--- src/rtl/mfcc_stage_sequencer.sv ---
// mfcc_stage_sequencer
//   Frame-level scheduler for the MFCC pipeline. Walks one frame through
//   window buffer -> Hamming -> FFT -> MEL -> DCT. It issues a one-cycle start
//   pulse as each stage is entered and consumes that stage's done pulse. It also
//   commands the window hop and counts completed frames. A per-stage watchdog
//   aborts a stalled frame, and sticky flags report watchdog expiry and PCM FIFO
//   overrun.
//
// Ports
//   clk, rst_n        clock, asynchronous active-low reset
//   enable_i          level: keep processing frames while high
//   window_ready_i    pulse: window buffer holds a full frame
//   fifo_full_i       PCM FIFO full flag (overrun supervision)
//   *_done_i          per-stage completion pulses
//   clr_flags_i       pulse: clear overrun_o / timeout_o
//   start_*_o         one-cycle start pulses (start_move_o = window hop)
//   frame_valid_o     pulse: one frame of coefficients complete
//   frame_count_o     completed-frame counter, wraps silently
//   busy_o            high while a compute stage is active
//   state_o           current state encoding
//   overrun_o         sticky FIFO overrun flag
//   timeout_o         sticky watchdog flag
//   timeout_stage_o   state of the stage that was aborted last
//
// All outputs come directly from flops. Start pulses are therefore computed
// from the next-state decision, so that each pulse is high exactly in the first
// cycle of its state.

module mfcc_stage_sequencer #(
  parameter int TIMEOUT_CYCLES  = 65535,
  parameter int TIMEOUT_WIDTH   = 16,
  parameter int FRAME_CNT_WIDTH = 16
) (
  input  logic                       clk,
  input  logic                       rst_n,
  input  logic                       enable_i,
  input  logic                       window_ready_i,
  input  logic                       fifo_full_i,
  input  logic                       hamming_done_i,
  input  logic                       fft_done_i,
  input  logic                       mel_done_i,
  input  logic                       dct_done_i,
  input  logic                       clr_flags_i,
  output logic                       start_hamming_o,
  output logic                       start_move_o,
  output logic                       start_fft_o,
  output logic                       start_mel_o,
  output logic                       start_dct_o,
  output logic                       frame_valid_o,
  output logic [FRAME_CNT_WIDTH-1:0] frame_count_o,
  output logic                       busy_o,
  output logic [2:0]                 state_o,
  output logic                       overrun_o,
  output logic                       timeout_o,
  output logic [2:0]                 timeout_stage_o
);

  typedef enum logic [2:0] {
    ST_IDLE     = 3'd0,
    ST_WAIT_WIN = 3'd1,
    ST_HAMMING  = 3'd2,
    ST_FFT      = 3'd3,
    ST_MEL      = 3'd4,
    ST_DCT      = 3'd5
  } state_t;

  // The watchdog fires when the counter sits at this value with no done.
  localparam logic [TIMEOUT_WIDTH-1:0] WDOG_LIMIT = TIMEOUT_WIDTH'(TIMEOUT_CYCLES - 1);

  state_t                     state_q,         state_d;
  logic [TIMEOUT_WIDTH-1:0]   wdog_q,          wdog_d;
  logic                       start_hamming_q, start_hamming_d;
  logic                       start_move_q,    start_move_d;
  logic                       start_fft_q,     start_fft_d;
  logic                       start_mel_q,     start_mel_d;
  logic                       start_dct_q,     start_dct_d;
  logic                       frame_valid_q,   frame_valid_d;
  logic [FRAME_CNT_WIDTH-1:0] frame_count_q,   frame_count_d;
  logic                       busy_q,          busy_d;
  logic                       overrun_q,       overrun_d;
  logic                       timeout_q,       timeout_d;
  logic [2:0]                 timeout_stage_q, timeout_stage_d;

  logic is_compute_s;
  logic stage_done_s;
  logic wdog_expired_s;
  logic timeout_set_s;

  // Classify the current state and select the done input that belongs to it.
  always_comb begin
    is_compute_s = 1'b0;
    stage_done_s = 1'b0;
    case (state_q)
      ST_HAMMING: begin
        is_compute_s = 1'b1;
        stage_done_s = hamming_done_i;
      end
      ST_FFT: begin
        is_compute_s = 1'b1;
        stage_done_s = fft_done_i;
      end
      ST_MEL: begin
        is_compute_s = 1'b1;
        stage_done_s = mel_done_i;
      end
      ST_DCT: begin
        is_compute_s = 1'b1;
        stage_done_s = dct_done_i;
      end
      default: begin
        is_compute_s = 1'b0;
        stage_done_s = 1'b0;
      end
    endcase
    // A done arriving in the expiry cycle takes priority over the abort.
    wdog_expired_s = is_compute_s && (wdog_q == WDOG_LIMIT) && !stage_done_s;
  end

  // Next-state logic and next values of the start/frame outputs.
  always_comb begin
    state_d         = state_q;
    start_hamming_d = 1'b0;
    start_move_d    = 1'b0;
    start_fft_d     = 1'b0;
    start_mel_d     = 1'b0;
    start_dct_d     = 1'b0;
    frame_valid_d   = 1'b0;
    frame_count_d   = frame_count_q;
    timeout_set_s   = 1'b0;

    case (state_q)
      ST_IDLE: begin
        // window_ready_i is intentionally not remembered here.
        if (enable_i) begin
          state_d = ST_WAIT_WIN;
        end else begin
          state_d = ST_IDLE;
        end
      end
      ST_WAIT_WIN: begin
        if (!enable_i) begin
          state_d = ST_IDLE;
        end else if (window_ready_i) begin
          state_d         = ST_HAMMING;
          start_hamming_d = 1'b1;
        end else begin
          state_d = ST_WAIT_WIN;
        end
      end
      ST_HAMMING: begin
        if (stage_done_s) begin
          // The window may hop as soon as Hamming has consumed the frame.
          state_d      = ST_FFT;
          start_fft_d  = 1'b1;
          start_move_d = 1'b1;
        end else if (wdog_expired_s) begin
          state_d       = ST_IDLE;
          timeout_set_s = 1'b1;
        end else begin
          state_d = ST_HAMMING;
        end
      end
      ST_FFT: begin
        if (stage_done_s) begin
          state_d     = ST_MEL;
          start_mel_d = 1'b1;
        end else if (wdog_expired_s) begin
          state_d       = ST_IDLE;
          timeout_set_s = 1'b1;
        end else begin
          state_d = ST_FFT;
        end
      end
      ST_MEL: begin
        if (stage_done_s) begin
          state_d     = ST_DCT;
          start_dct_d = 1'b1;
        end else if (wdog_expired_s) begin
          state_d       = ST_IDLE;
          timeout_set_s = 1'b1;
        end else begin
          state_d = ST_MEL;
        end
      end
      ST_DCT: begin
        if (stage_done_s) begin
          // A frame in flight always completes; enable_i is only
          // consulted here to decide whether to wait for another one.
          frame_valid_d = 1'b1;
          frame_count_d = frame_count_q + FRAME_CNT_WIDTH'(1);
          if (enable_i) begin
            state_d = ST_WAIT_WIN;
          end else begin
            state_d = ST_IDLE;
          end
        end else if (wdog_expired_s) begin
          state_d       = ST_IDLE;
          timeout_set_s = 1'b1;
        end else begin
          state_d = ST_DCT;
        end
      end
      default: begin
        state_d = ST_IDLE;
      end
    endcase
  end

  // Watchdog counter, busy flag and sticky supervision flags.
  always_comb begin
    wdog_d          = wdog_q;
    busy_d          = 1'b0;
    overrun_d       = overrun_q;
    timeout_d       = timeout_q;
    timeout_stage_d = timeout_stage_q;

    if (state_d != state_q) begin
      wdog_d = '0;
    end else if (is_compute_s) begin
      wdog_d = wdog_q + TIMEOUT_WIDTH'(1);
    end else begin
      wdog_d = '0;
    end

    if ((state_d == ST_HAMMING) || (state_d == ST_FFT) ||
        (state_d == ST_MEL) || (state_d == ST_DCT)) begin
      busy_d = 1'b1;
    end else begin
      busy_d = 1'b0;
    end

    // Set conditions take priority over a simultaneous clear.
    if (fifo_full_i && enable_i) begin
      overrun_d = 1'b1;
    end else if (clr_flags_i) begin
      overrun_d = 1'b0;
    end else begin
      overrun_d = overrun_q;
    end

    if (timeout_set_s) begin
      timeout_d       = 1'b1;
      timeout_stage_d = state_q;
    end else if (clr_flags_i) begin
      timeout_d       = 1'b0;
      timeout_stage_d = timeout_stage_q;
    end else begin
      timeout_d       = timeout_q;
      timeout_stage_d = timeout_stage_q;
    end
  end

  // State and output registers; reset aborts any frame in progress.
  always_ff @(posedge clk or negedge rst_n) begin
    if (!rst_n) begin
      state_q         <= ST_IDLE;
      wdog_q          <= '0;
      start_hamming_q <= 1'b0;
      start_move_q    <= 1'b0;
      start_fft_q     <= 1'b0;
      start_mel_q     <= 1'b0;
      start_dct_q     <= 1'b0;
      frame_valid_q   <= 1'b0;
      frame_count_q   <= '0;
      busy_q          <= 1'b0;
      overrun_q       <= 1'b0;
      timeout_q       <= 1'b0;
      timeout_stage_q <= 3'd0;
    end else begin
      state_q         <= state_d;
      wdog_q          <= wdog_d;
      start_hamming_q <= start_hamming_d;
      start_move_q    <= start_move_d;
      start_fft_q     <= start_fft_d;
      start_mel_q     <= start_mel_d;
      start_dct_q     <= start_dct_d;
      frame_valid_q   <= frame_valid_d;
      frame_count_q   <= frame_count_d;
      busy_q          <= busy_d;
      overrun_q       <= overrun_d;
      timeout_q       <= timeout_d;
      timeout_stage_q <= timeout_stage_d;
    end
  end

  assign start_hamming_o = start_hamming_q;
  assign start_move_o    = start_move_q;
  assign start_fft_o     = start_fft_q;
  assign start_mel_o     = start_mel_q;
  assign start_dct_o     = start_dct_q;
  assign frame_valid_o   = frame_valid_q;
  assign frame_count_o   = frame_count_q;
  assign busy_o          = busy_q;
  assign state_o         = state_q;
  assign overrun_o       = overrun_q;
  assign timeout_o       = timeout_q;
  assign timeout_stage_o = timeout_stage_q;

endmodule

--- config.mk ---
export PLATFORM = sky130hd
export DESIGN_NAME = mfcc_stage_sequencer
export DESIGN_NICKNAME = d
export VERILOG_FILES = /design/src/rtl/mfcc_stage_sequencer.sv
export SDC_FILE = /design/constraint.sdc
export NUM_CORES = 1
export LEC_CHECK = 0
export CORE_MARGIN = 2
export CORE_UTILIZATION = 29
export CTS_CLUSTER_DIAMETER = 40
export CTS_CLUSTER_SIZE = 24
export DETAILED_ROUTE_END_ITERATION = 7
export GPL_TIMING_DRIVEN = 0
export PLACE_DENSITY = 0.52
export SETUP_SLACK_MARGIN = 0.1
export SYNTH_ARGS = -nofsm -noshare
export SYNTH_HDL_FRONTEND = slang
export SYNTH_SLANG_ARGS = --single-unit
--- constraint.sdc ---
create_clock -name clk -period 4.6 [get_ports clk]
set_input_delay 0.92 -clock clk [delete_from_list [all_inputs] [get_ports clk]]
set_output_delay 0.92 -clock clk [all_outputs]
set_load 0.02 [all_outputs]
# Word-level counts from Yosys, hierarchy flattened
# Cells that the tools add are included.
dict set report op_classes {
  add_sub_neg 2
  eq_ne 11
  mux 31
  reduce_logical 12
}
# operator count
set ops {}
lappend ops {{$add A16 B1 Y16 const B} 2}
lappend ops {{$mux W16} 2}
lappend ops {{$pmux W3 S6} 1}
lappend ops {{$mux W1} 17}
lappend ops {{$eq A16 B16 Y1 const B} 1}
lappend ops {{$mux W3} 5}
lappend ops {{$eq A3 B2 Y1 const B} 4}
lappend ops {{$eq A3 B3 Y1 const B} 4}
lappend ops {{$mux W2} 5}
lappend ops {{$pmux W1 S4} 1}
lappend ops {{$reduce_bool A2 Y1} 2}
lappend ops {{$reduce_or A4 Y1} 1}
lappend ops {{$eq A3 B1 Y1 const B} 1}
lappend ops {{$logic_and A1 B1 Y1} 3}
lappend ops {{$logic_not A3 Y1} 1}
lappend ops {{$logic_or A1 B1 Y1} 3}
lappend ops {{$ne A3 B3 Y1} 1}
lappend ops {{$reduce_and A2 Y1} 1}
lappend ops {{$logic_not A1 Y1} 1}
dict set report word_totals {
  register_bits 46
  input_bits 10
  out_inout_bits 31
  word_cells 68
}

# Longest topological paths before layout
# Gate-level depths: netlist (run 1).
dict set report depth {
  depth_word 13
  depth_mapped 8
  ltp_nobuf 7
}

# Least setup slack after synthesis (run 1)
# OpenSTA, ideal clock, no wires.
dict set report synth_timing {
  path_type {input port to flip-flop}
  startpoint {in fft_done_i}
  endpoint {reg busy_q, in the netlist busy_o}
  setup_time_ps 131
  arrival_ps 2222
  t_required_ps 4469
  path_slack_ps 2246
  cell_stages 4
  n_path_buf 0
  path_cell_list {a22o_1 > a2111o_1 > a31o_2 > or3b_1}
}
dict set report synth_via {
  elab_chain_cells 11
  word_cells_on_any_way 20
  classes_between {eq/ne (4); mux (11); reduce/logical (5)}
}
# element line
set synth_lines {}
lappend synth_lines {{start, declared} 40} ;# input logic fft_done_i,
lappend synth_lines {{$pmux W1 S4 *} 93} ;# case (state_q)
lappend synth_lines {{$logic_not A1 Y1} 116} ;# wdog_expired_s = is_compute_s && (wdog_q == WDOG_LIMIT) && !stage_done_s;
lappend synth_lines {{$logic_and A1 B1 Y1} 116}
lappend synth_lines {{$mux W3 (on tied branches)} {196, 178}}
lappend synth_lines {{$mux W3 (on tied branches)} {186, 175}}
lappend synth_lines {{$pmux W3 S6 *} 131} ;# case (state_q)
lappend synth_lines {{named net state_d[2]} 70} ;# state_t state_q, state_d;
lappend synth_lines {{$eq A3 B2 Y1} 225} ;# if ((state_d == ST_HAMMING) || (state_d == ST_FFT) ||
lappend synth_lines {{$logic_or A1 B1 Y1 (2 in series)} 225}
lappend synth_lines {{$logic_or A1 B1 Y1 *} 226} ;# (state_d == ST_MEL) || (state_d == ST_DCT)) begin
lappend synth_lines {{$mux W1 *} 225}
lappend synth_lines {{named net busy_d} 79} ;# logic busy_q, busy_d;
lappend synth_lines {{end signal, assigned} 279} ;# busy_q <= busy_d;
lappend synth_lines {{end, declared} 79}
# Mark *: on every way through the listed nets, which the timed path passes. The rest lies on a longest branch.
# A chain may end at the register's enable or synchronous reset.

# Worst setup path in the final report (run 1)
dict set report layout_timing {
  startpoint {in dct_done_i}
  endpoint {reg frame_count_q[13], in the netlist frame_count_o[13]}
}
dict set report layout_via {
  elab_chain_cells 2
}
# element line
set layout_lines {}
lappend layout_lines {{start, declared} 42} ;# input logic dct_done_i,
lappend layout_lines {{$pmux W1 S4} 93}
lappend layout_lines {{$reduce_and A2 Y1 (no line)} -}
lappend layout_lines {{end signal, assigned} 278} ;# frame_count_q <= frame_count_d;
lappend layout_lines {{end, declared} 78} ;# logic [FRAME_CNT_WIDTH-1:0] frame_count_q, frame_count_d;
# No other way between the ends.

==> run_results.csv, run 1 <==
group,metric,value,unit
setup_path,worst-path-stages,7,
clock_tree,cts_sinks,46,
synthesis,synth_area_leaders,"dfrtp_1 54%, xor2_1 6.5%, xnor2_1 5.7%, nor3_1 4.2%, nand3_1 3.7%",
placement,dpl.hpwl,3300,µm
grt,grt_pass1_wl,8070,µm
grt,track_usage,12.3,%
synthesis,ys_seq_area_share,53.8,%
sta,clock-skew-final,0.00661,ns
power,powerDensity,416,nW/µm²
sta,fin_crit,2.79,ns
route,drt_iter0_drc,60,
synthesis,async_reset_ff_share,100,%
sta,maxSlewViolCount,0,
synthesis,syn_area_per_cell,10.5,µm²
sta,worstMarginPinSlew,0.563,ns
layout,insertedDiodeCount,0,
setup_path,criticalPathCategory,"input port to register",
clock_tree,path_clk_slew,0.09,ns
clock_tree,cts_hold_buf,0,
floorplan,io_pins,41,
placement,port_buffers,40,
layout,regArea,1150,µm²
floorplan,start_util,29.7,%
sta,timing.final.crit_share,60.8,%
worst_hold_path,hold_class,"register to register",
setup_path,cp-start-kind,"input port",
sta,relSlewSlack,62.5,%
synthesis,synth_edf_count,0,
layout,final_layout_size_suffix_gt1_share,5.53,%
setup_path,cp_common_cell,"nand3_1",
route,routed_via_density,4.67,
setup_path,endpoint_kind,"register",
synthesis,synth.top_cell.area_share,53.8,%
clock_tree,clock-root-buffer,"clkbuf_8",
sta,clock.fmax,0.358,GHz
clock_tree,clockBufferDepth,2,
floorplan,die_w,89.9,µm
flow_run,maxCapViolCount,0,
setup_path,crit_path_top_delay_cell,"clkdlybuf4s50_1",
sta,rsz0062_at_grt,"no",
grt,grt_remaining_overflow,0,
grt,use_met2,20.0,%
clock_tree,cts_max_level,2,
route,vias,1643,
synthesis,synthTopCellsByCount,"46 x dfrtp_1, 18 x nor3_1, 16 x nand3_1, 16 x xor2_1",
grt,grt_util_met3,3.35,%
route,drt_drc_violations_left,0,
grt,busiest_layer,"met2",
synthesis,synth_cell_type_count,37,
grt,grt.met1_usage,15.9,%
power,p_leak,1.17,nW
route,drtAntennaViolNets,0,
route,drt-total-wl,4630,µm
layout,nNetsFinal,265,
setup_path,arrival,2.99,ns
layout,fillers,737,
synthesis,ys_seq_elements,46,
floorplan,coreArea,7210,µm²
setup_path,cp_top_family,"simple AND/OR/NAND/NOR gates",
layout,multiInputGateArea,933,µm²
grt,grt_max_degree,35,
placement,place.gp.congestion,0.735,
sta,setup_tns,0,ns
route,post_drt_wl_per_cell,13.1,µm
setup_path,worst-path-buf-inv,2,
setup_path,cpPeakStageDelay,0.56,ns
layout,syn_to_final_growth,30.3,%
floorplan,die_area,8090,µm²
setup_path,path_cells,"clkdlybuf4s50_1 -> and4b_1 -> clkbuf_1 -> nand3_1 -> nor3_1 -> nand3_1 -> xnor2_1",
layout,final_cells,352,
sta,setup-violations-final,0,
power,irDropWorstVdd,137,µV
setup_path,path_max_fanout,8,
synthesis,ys.flop_type,"dfrtp_1",
setup_path,ff2ff_path_depth,7,
floorplan,die_h,89.9,µm
synthesis,yosysMostFrequentCell,"dfrtp_1",
clock_tree,cts_buffers,5,
grt,antenna_found_initial,0,
grt,grt_pass1_vias,1616,
synthesis,synth_cells,204,
synthesis,synth_top_area_cell,"dfrtp_1",
synthesis,ys.warnings.count,0,
clock_tree,clock_latency,0.30,ns
sta,hold_viol,0,
synthesis,synth_area,2140,µm²
synthesis,syn-num-nets,217,
clock_tree,cts_tree,"built",
placement,place_inst,344,
route,dr.pass1.iters,4,
power,finalPower,1.16,mW
clock_tree,cts_resized,0,
floorplan,num_rows,31,
outcome,status,"finished, final reports clean",
worst_hold_path,whs_path_depth,1,
setup_path,worstPathRequired,4.79,ns
clock_tree,cts_setup_buffers,0,
==> state kept, by name (all words and copies together), names as in the netlist <==
name,cells
busy_o,1
frame_count_o,16
frame_valid_o,1
overrun_o,1
start_dct_o,1
start_fft_o,1
start_hamming_o,1
start_mel_o,1
state_o,3
timeout_o,1
timeout_stage_o,3
wdog_q,16
==> final cells by class <==
| type | instances | share of cell area (%) |
|---|---|---|
| Sequential cell | 46 | 41.3 |
| Multi-Input combinational cell | 144 | 33.5 |
| Timing Repair Buffer | 41 | 14.9 |
| Tap cell | 99 | 4.44 |
| Clock buffer | 6 | 2.60 |
| Clock inverter | 2 | 1.35 |
| Buffer | 8 | 1.21 |
| Inverter | 6 | 0.807 |
==> power breakdown <==
| group | total [mW] | internal, mW | switching (mW) | leakage [nW] |
|---|---|---|---|---|
| clock network | 0.299 | 0.162 | 0.137 | 0.0514 |
| registers | 0.482 | 0.443 | 0.0385 | 0.622 |
| logic | 0.381 | 0.158 | 0.223 | 0.498 |
==> per-stage QoR <==
stage | hold slack, ns | instance area [µm²] | util, % | setup slack (ns)
after floorplan | 0.457 | 2140 | - | 2.25
after global placement | 0.466 | 2670 | 36.9 | 1.23
after detailed placement | 0.468 | 2680 | 37.1 | 1.47
after CTS | 0.484 | 2790 | 38.7 | 1.79
after global routing | 0.508 | 2790 | 38.7 | 1.65
final | 0.480 | 2790 | 38.7 | 1.81
==> worst register-to-register path: stages, from the launching register on <==
cell	delay, ns
dfrtp_1	0.39
clkbuf_1	0.35
nor2b_1	0.30
a22o_1	0.24
o211ai_1	0.10
a21oi_1	0.50
clkbuf_1	0.46
nor3_1	0.13
==> logic make-up (layout without fill, tap and decap cells) <==
group	count (synthesis)	after routing	synth area share [%]
flip-flops	46	46	53.8
AND/OR/NAND/NOR	87	87	21.9
AO/OA/AOI/OAI	22	22	6.60
XOR/XNOR	30	30	12.3
adder cells (fa/ha/maj)	3	3	1.75
multiplexers	2	2	1.05
buffers and inverters	14	63	2.63
==> final timing paths <==
| check | from | to | slack, ns |
|---|---|---|---|
| setup / recovery | dct_done_i | frame_count_o[13]$_DFFE_PN0P_ | 1.81 |
| hold / removal | frame_count_o[15]$_DFFE_PN0P_ | frame_count_o[15]$_DFFE_PN0P_ | 0.48 |
| setup reg to reg | state_o[1]$_DFF_PN0_ | wdog_q[7]$_DFF_PN0_ | 1.98 |
| hold reg to reg | frame_count_o[15]$_DFFE_PN0P_ | frame_count_o[15]$_DFFE_PN0P_ | 0.48 |
| max in group asynchronous | rst_n | wdog_q[4]$_DFF_PN0_ | 3.62 |
| min in group asynchronous | rst_n | frame_count_o[15]$_DFFE_PN0P_ | 0.50 |
==> per-layer routing <==
| layer | share of wire [%] | vias to the layer above | wire (µm) |
|---|---|---|---|
| li1 | - | 804 | - |
| met1 | 48 | 807 | 2200 |
| met4 | 1.4 | 0 | 63 |
| met5 | 0 | - | 0 |
| met2 | 47 | 26 | 2170 |
| met3 | 4.1 | 6 | 189 |
==> cell usage in the layout, fill, tap and decap left out, types with 3 or more instances in the layout <==
| cell | count |
|---|---|
| a21oi_1 | 4 |
| and2_1 | 4 |
| and3_1 | 5 |
| clkbuf_1 | 8 |
| clkbuf_8 | 5 |
| clkdlybuf4s50_1 | 39 |
| dfrtp_1 | 46 |
| ha_1 | 3 |
| inv_1 | 6 |
| nand2_1 | 14 |
| nand3_1 | 16 |
| nand4_1 | 8 |
| nor2_1 | 8 |
| nor2b_1 | 3 |
| nor3_1 | 18 |
| o21ai_0 | 7 |
| xnor2_1 | 14 |
| xor2_1 | 16 |
Note: power is estimated with default switching activity, not from simulation.
==> run 2, diff against run 1 <==
- clock period: 4.6 -> 2.6 ns (I/O delays scaled with it)
==> run 2 against run 1 <==
Compared with the run above: clock skew grew 0.0018 ns; clock power up 77%; critical path depth down 2; via count up 1.4%; total power increased by 79%; largest cell class unchanged; non-clock buffer count up 4; final area grew 1.7%; hold slack got worse by 0.38 ns; critical path type is now register to register; critical endpoint is now busy_o$_DFF_PN0_; highest routed layer unchanged.
==> run_results.csv, run 2 (synthesized netlist as in run 1, its figures left out) <==
group,metric,value,unit
outcome,status,"finished, final reports clean",
clock_tree,path_clk_slew,0.09,ns
grt,grt_pass1_vias,1625,
sta,relSlewSlack,63.1,%
layout,syn_to_final_growth,32.5,%
placement,place_ws,-0.130,ns
setup_path,cp-start-kind,"register",
grt,grt_remaining_overflow,0,
sta,rsz0062_at_grt,"no",
grt,antenna_found_initial,0,
sta,clock-skew-final,0.00842,ns
layout,multiInputGateArea,945,µm²
layout,postLayoutCoreUtil,39.3,%
sta,hold_viol,0,
clock_tree,cts_hold_buf,0,
setup_path,criticalPathCategory,"register to register",
clock_tree,cts_sinks,46,
setup_path,reg2reg_slack,0.17,ns
sta,fin_crit,2.43,ns
setup_path,ff2ff_path_depth,5,
grt,grt_pass1_wl,8040,µm
layout,final_layout_size_suffix_gt1_share,9.73,%
setup_path,regToRegEndpoint,"busy_o$_DFF_PN0_",
clock_tree,cts_tree,"built",
clock_tree,clockBufferDepth,2,
route,routed_via_density,4.68,
flow_run,maxCapViolCount,0,
route,post_drt_wl_per_cell,13.1,µm
power,powerDensity,732,nW/µm²
floorplan,die_area,8090,µm²
route,dr.pass1.iters,4,
sta,clock.fmax,0.412,GHz
layout,insertedDiodeCount,0,
route,vias,1666,
placement,place_inst,344,
floorplan,die_h,89.9,µm
layout,final_cell_mix,"45 x dfrtp_1, 39 x clkdlybuf4s50_1, 17 x nor3_1, 16 x nand3_1, 16 x xor2_1",
grt,track_usage,12.3,%
layout,regArea,1150,µm²
power,irDropWorstVdd,243,µV
placement,place.gp.congestion,0.735,
clock_tree,clock-root-buffer,"clkbuf_8",
clock_tree,cts_buffers,5,
setup_path,worstPathRequired,2.79,ns
route,drt_drc_violations_left,0,
route,drtAntennaViolNets,0,
floorplan,io_pins,41,
layout,nNetsFinal,269,
layout,fillers,735,
setup_path,critPathLaunch,"state_o[2]$_DFF_PN0_",
route,drt-total-wl,4670,µm
clock_tree,clock_latency,0.30,ns
sta,timing.final.crit_share,93.4,%
grt,grt_max_degree,35,
floorplan,start_util,29.7,%
floorplan,num_rows,31,
floorplan,die_w,89.9,µm
setup_path,worst_r2r_startpoint,"state_o[2]$_DFF_PN0_",
clock_tree,cts_max_level,2,
setup_path,arrival,2.61,ns
route,drt_iter0_drc,51,
floorplan,coreArea,7210,µm²
placement,port_buffers,40,
sta,final.setup.worst_slack,0.173,ns
layout,final_cells,356,
setup_path,path_max_fanout,6,
power,p_leak,1.20,nW
placement,dpl.hpwl,3300,µm
setup_path,endpoint_kind,"register",
worst_hold_path,hold_class,"input port to asynchronous set/reset pin",
sta,setup-violations-final,0,
sta,worstMarginPinSlew,0.550,ns
layout,final_common_cell,"dfrtp_1",
sta,maxSlewViolCount,0,
-- run 2: changes by cell type in the layout (fill, tap and decap cells not counted) --
cell and delta:
buf_4 +4, clkbuf_2 +3, a21oi_2 +1, dfrtp_1 -1, ha_2 +1, dfrtp_2 +1, clkbuf_1 -3, a21oi_1 -1
ha_1 -1, nor3_2 +1, nor3_1 -1
-- run 2: cell type report --
| class | count | share of cell area [%] |
|---|---|---|
| clock inverters | 2 | 1.32 |
| flip-flops and latches | 46 | 40.6 |
| plain buffers | 8 | 1.32 |
| clock buffers | 6 | 2.56 |
| well taps | 99 | 4.37 |
| inverters | 6 | 0.794 |
| multi-input cells | 144 | 33.3 |
| repair buffers | 45 | 15.7 |
-- run 2: timing repair --
| action | in CTS | in global routing |
|---|---|---|
| pin swaps | 0 | 3 |
| gates cloned | 0 | 0 |
| gates resized for setup | 1 | 9 |
| setup buffers | 0 | 4 |
| endpoints found under the setup margin | 10 | 13 |
-- run 2: worst max path at each step --
| stage | endpoint | slack, ns | cells after the start |
|---|---|---|---|
| 6_report | busy_o$_DFF_PN0_ | 0.17 | 5 |
| 5_1_grt | busy_o$_DFF_PN0_ | 0.10 | 5 |
| 4_1_cts | busy_o$_DFF_PN0_ | 0.12 | 6 |
| 3_5_place_dp | frame_count_o[15]$_DFFE_PN0P_ | -0.13 | 7 |
| 3_3_place_gp | wdog_q[4]$_DFF_PN0_ | -0.37 | 1 |
| 2_1_floorplan | busy_o$_DFF_PN0_ | 0.27 | 5 |
-- run 2: routing by layer --
layer  track usage [%]  vias up  routed length (µm)
li1                  -      812                   -
met1              15.7      821                2250
met2              19.8       27                2190
met3              3.35        6                 172
met4              4.62        0                  59
met5                 0        -                   0
-- run 2: critical path, stage by stage, from the launching register on --
cell and delay [ns]:
dfrtp_2 0.45, xnor2_1 0.18, or4_1 0.53, a2111o_1 0.49
a31o_2 0.28, or3b_1 0.37
-- run 2: report_power, final --
group          leakage, nW  internal (mW)  switching (mW)
registers            0.621          0.786          0.0679
logic                0.523          0.291           0.401
clock network       0.0514          0.287           0.243
total                 1.20           1.36           0.712
-- run 2: per-stage QoR --
| stage | hold WS (ns) | instance area, µm² | power, mW | setup TNS [ns] |
|---|---|---|---|---|
| 2_1_floorplan | 0.224 | 2140 | 1.27 | 0 |
| 5_1_grt | 0.108 | 2840 | 2.20 | 0 |
| 6_report | 0.0960 | 2840 | 2.08 | 0 |
| 3_5_place_dp | 0.432 | 2680 | 1.55 | -0.667 |
| 3_3_place_gp | 0.466 | 2670 | 1.54 | -17.59 |
| 4_1_cts | 0.101 | 2790 | 2.09 | 0 |
==> edit 1 (flow settings as in run 2) <==
Reset style: synchronous (`rst_n`), changed in one clocked block. Comments in the files are not updated.
--- a/src/rtl/mfcc_stage_sequencer.sv
+++ b/src/rtl/mfcc_stage_sequencer.sv
@@ -253,3 +253,3 @@
   // State and output registers; reset aborts any frame in progress.
-  always_ff @(posedge clk or negedge rst_n) begin
+  always_ff @(posedge clk) begin
     if (!rst_n) begin
Behaviour: differs if rst_n is asserted again (counterexample within 4 cycles, from zero or initial values and one cycle with rst_n low); with rst_n held inactive, the same outputs for 10 cycles.
==> edit 1 against run 2 <==
- register-to-register slack better by 640 ps
- design area is 6.4% lower
- sequential cell count unchanged
- first-iteration DRC count is 39% lower
- synthesized cell count increased by 7.8%
- critical path type is now in -> reg
- via count is 4.6% lower
- worst setup slack improved by 520 ps
- critical endpoint is now frame_count_o[12]
- sequential share of layout area is 5.9 points lower
- non-clock buffer count decreased by 3
- wire length is 11% lower
- area after synthesis is 4.6% lower
Power is not compared: it rests on default switching activity, and its combinational part moved more than twofold at a synthesized area within 25%.
==> edit 1: results (changes against run 2) <==
- Worst r2r src: wdog_q[6]
- Total track usage: 11.46% (-0.79 points)
- CP arrival: 2110 ps (-500 ps)
- FILL cells: 708 (-3.7%)
- Relative slew slack: 67.11% (+4.0 points)
- Worst Path Max Fanout: 9 (+3)
- Min-Delay Endpoint: timeout_o
- Critical path type: in -> reg
- Placer congestion estimate: 0.7569 (+3.0%)
- R2R cell count: 6 (+1)
- Share of cells above drive strength 1: 7.836% (-1.9 points)
- Final WL: 4144 microns (-11%)
- Final net count: 280 (+4.1%)
- Synth cell count leaders: dfxtp_1, nor2_1, nand2_1
- Crit. Startpoint: dct_done_i
- Largest stage delay, worst path: 500 ps (-30 ps)
- Hold Slack: 472.0 ps (+376.0 ps)
- Post-synth ARST share: 0% (-100 points)
- Status: finished clean
- Via Count: 1590 (-4.6%)
- Number of global-route vias before repair: 1516 (-6.7%)
- Storage cell area: 920.9 sq um (-20%)
- Reg2Reg Capture Point: wdog_q[8]
- Synth cell types: 38 (+2.7%)
- Reg2reg setup slack: 810 ps (+640 ps)
- Initial drt markers: 31 (-39%)
- Hold Path Class: reg -> reg
- HPWL Detailed: 2996 microns (-9.2%)
- Synth top area cells: dfxtp_1, xnor2_1, xor2_1
- First-pass GRT wire length: 6934 microns (-14%)
- Syn Nets: 233 (+7.4%)
- Post_cts resized: 0 (-1)
- Largest net degree at the start of global routing: 14 (-60%)
- Post-synthesis sequential area ratio: 45.10% (-8.7 points)
- Worst path slowest cell: clkdlybuf4s50_1
-- edit 1: stage by stage --
stage | std cells | area, sq um | util [%] | setup WS (ps)
final | 364 | 2654 | 39.06 | 688.3
after global routing | 364 | 2654 | 39.06 | 593.0
after CTS | 364 | 2654 | 39.06 | 690.5
after detailed placement | 356 | 2562 | 37.72 | 373.6
after global placement | 356 | 2562 | 37.72 | 362.1
after floorplan | 220 | 2042 | - | 906.2
-- edit 1: layer usage --
| metal | share of wire (%) | global-route usage, % | up-vias |
|---|---|---|---|
| li1 | - | - | 833 |
| met4 | 1.6 | 4.196 | 0 |
| met5 | 0 | 0 | - |
| met1 | 51 | 14.66 | 720 |
| met2 | 43 | 18.32 | 30 |
| met3 | 5.1 | 3.393 | 7 |
-- edit 1: layout make-up --
cell class,instances,share of cell area (%)
clock buffer,7,3.253
tap,96,4.526
clock inverter,1,0.1886
inverter,4,0.5658
multi-input combinational,160,38.52
timing repair buffer,40,15.09
buffer,10,3.159
sequential,46,34.70
-- edit 1: worst max-delay path by stage --
stage	endpoint	slack (ps)	cells past startpoint
after floorplan	frame_count_o[12]	910	8
after global placement	frame_count_o[14]	360	8
after detailed placement	frame_count_o[12]	370	8
after CTS	frame_count_o[12]	690	8
after global routing	frame_count_o[15]	590	7
final	frame_count_o[12]	690	8
-- edit 1: cells by family after synthesis --
kind of cell	after synthesis	synth area share [%]
buf+inv	14	4.840
mux	4	1.961
fa+ha+maj	3	1.838
compound gates	14	4.412
flops	46	45.10
xor+xnor	28	12.01
simple gates	111	29.84
-- edit 1: worst min-delay path, cell delays in order, from the launching register on --
cell	delay (ps)
dfxtp_1	320
nand2_1	50
a21boi_0	60
==> edit 2 (config.mk and constraints of run 2) <==
Without the edit above. `TIMEOUT_CYCLES`: 65535 -> 32767.
--- a/src/rtl/mfcc_stage_sequencer.sv
+++ b/src/rtl/mfcc_stage_sequencer.sv
@@ -29,3 +29,3 @@
 module mfcc_stage_sequencer #(
-  parameter int TIMEOUT_CYCLES  = 65535,
+  parameter int TIMEOUT_CYCLES  = 32767,
   parameter int TIMEOUT_WIDTH   = 16,
Function: same outputs for any inputs over 10 cycles, from zero or initial values and one cycle with rst_n low; that may be too few to reach the edited logic, so the function may still have changed.
==> edit 2 against run 2 <==
- largest power group unchanged
- first-iteration DRC count increased to 2.6 times the old value
- worst setup slack improved by 410 ps
- clock power decreased by 14%
- wire length decreased by 2.6%
- area after synthesis increased by 3.5%
- combinational power decreased by 12%
- design area increased by 0.40%
- power decreased by 7.8%
- sequential cell count unchanged
- largest cell class unchanged
==> edit 2: results (changes against run 2) <==
- Status: finished clean
- Final Non-Filler Cells: 341 (-4.2%)
- Syn avg cell area: 11.48 sq um (+9.4%)
- CP arrival: 1500 ps (-1110 ps)
- Crit path max-delay family: buffers and inverters
- DR WL met2: 2184 microns (-0.14%)
- WL met3: 150 microns (-13%)
- Final WL: 4546 microns (-2.6%)
- Synth cell types: 41 (+11%)
- Post_cts resized: 0 (-1)
- Final net count: 254 (-5.6%)
- Share of cells above drive strength 1: 13.64% (+3.9 points)
- Placer congestion estimate: 0.7757 (+5.5%)
- Wire length on met1: 2149 microns (-4.3%)
- Synth top area cells: dfrtp_1, xor2_1, xnor2_1
- Post-synthesis sequential area ratio: 51.95% (-1.8 points)
- HPWL Detailed: 3239 microns (-1.8%)
- Synth cell count leaders: dfrtp_1, nor3_1, xor2_1
- Number of buffers and inverters on the critical path: 1 (+1)
- Leakage power: 1.220 nW (+2.1%)
- Worst Path Max Fanout: 11 (+5)
- First-pass GRT wire length: 8024 microns (-0.17%)
- Final Skew: 10.61 ps (+2.188 ps)
- 1st-pass router iterations: 5 (+1)
- DP Cell Count: 333 (-3.2%)
- FILL cells: 721 (-1.9%)
==> edit 2: worst paths after layout <==
path / start / to / slack, ps / cells after the start
worst min register to register: frame_count_o[15] / frame_count_o[15] / 470 / 1
max in group asynchronous: rst_n / wdog_q[11] / 1950 / 2
worst max-delay path: state_o[1] / state_o[1] / 580 / 1
worst min-delay path: rst_n / frame_count_o[7] / 140 / 1
min in group clk: frame_count_o[15] / frame_count_o[15] / 470 / 1
worst max register to register: state_o[0] / wdog_q[0] / 840 / 5
==> edit 2: worst register-to-register path, delay by kind of cell, from the launching register on <==
family / cells / cell delay, ps
DFF: 1 / 390
AOI/OAI and AO/OA: 2 / 630
and+or+nand+nor: 1 / 60
buffers and inverters: 2 / 570
==> edit 2: logic make-up after synthesis <==
logic type | Yosys count | synth area share, %
fa+ha+maj | 3 | 1.694
mux | 4 | 2.033
compound gates | 20 | 6.889
xor+xnor | 26 | 10.62
buf+inv | 15 | 4.743
flops | 46 | 51.95
simple gates | 79 | 22.08
==> edit 2: layer usage <==
metal | up-vias | global-route usage [%]
li1 | 780 | -
met1 | 792 | 15.86
met2 | 31 | 19.24
met3 | 5 | 2.573
met4 | 0 | 3.788
met5 | - | 0
==> edit 2: area by class of cell <==
class	instances	area (sq um)	share of cell area, %
tap	99	123.9	4.350
buffer	10	86.33	3.032
clock inverter	3	23.77	0.8348
multi-input combinational	132	959.7	33.70
sequential	46	1151	40.42
clock buffer	5	68.82	2.417
inverter	5	18.77	0.6591
timing repair buffer	41	415.4	14.59
==> edit 2: per-stage QoR <==
step / cell area, sq um / TNS, ps / worst slack, ps / total power, mW
3_5_place_dp: 2755 / 0 / 430.1 / 1.482
3_3_place_gp: 2740 / -16180 / -354.7 / 1.472
5_1_grt: 2848 / 0 / 491.8 / 2.041
6_report: 2848 / 0 / 577.8 / 1.914
2_1_floorplan: 2216 / 0 / 929.7 / 1.233
4_1_cts: 2848 / 0 / 553.2 / 1.953
==> edit 2: report_power, final <==
group,internal [mW],switching [mW],leakage [nW]
clock,0.193,0.263,0.0408
combinational,0.269,0.341,0.547
sequential,0.781,0.0670,0.633
total,1.24,0.671,1.22
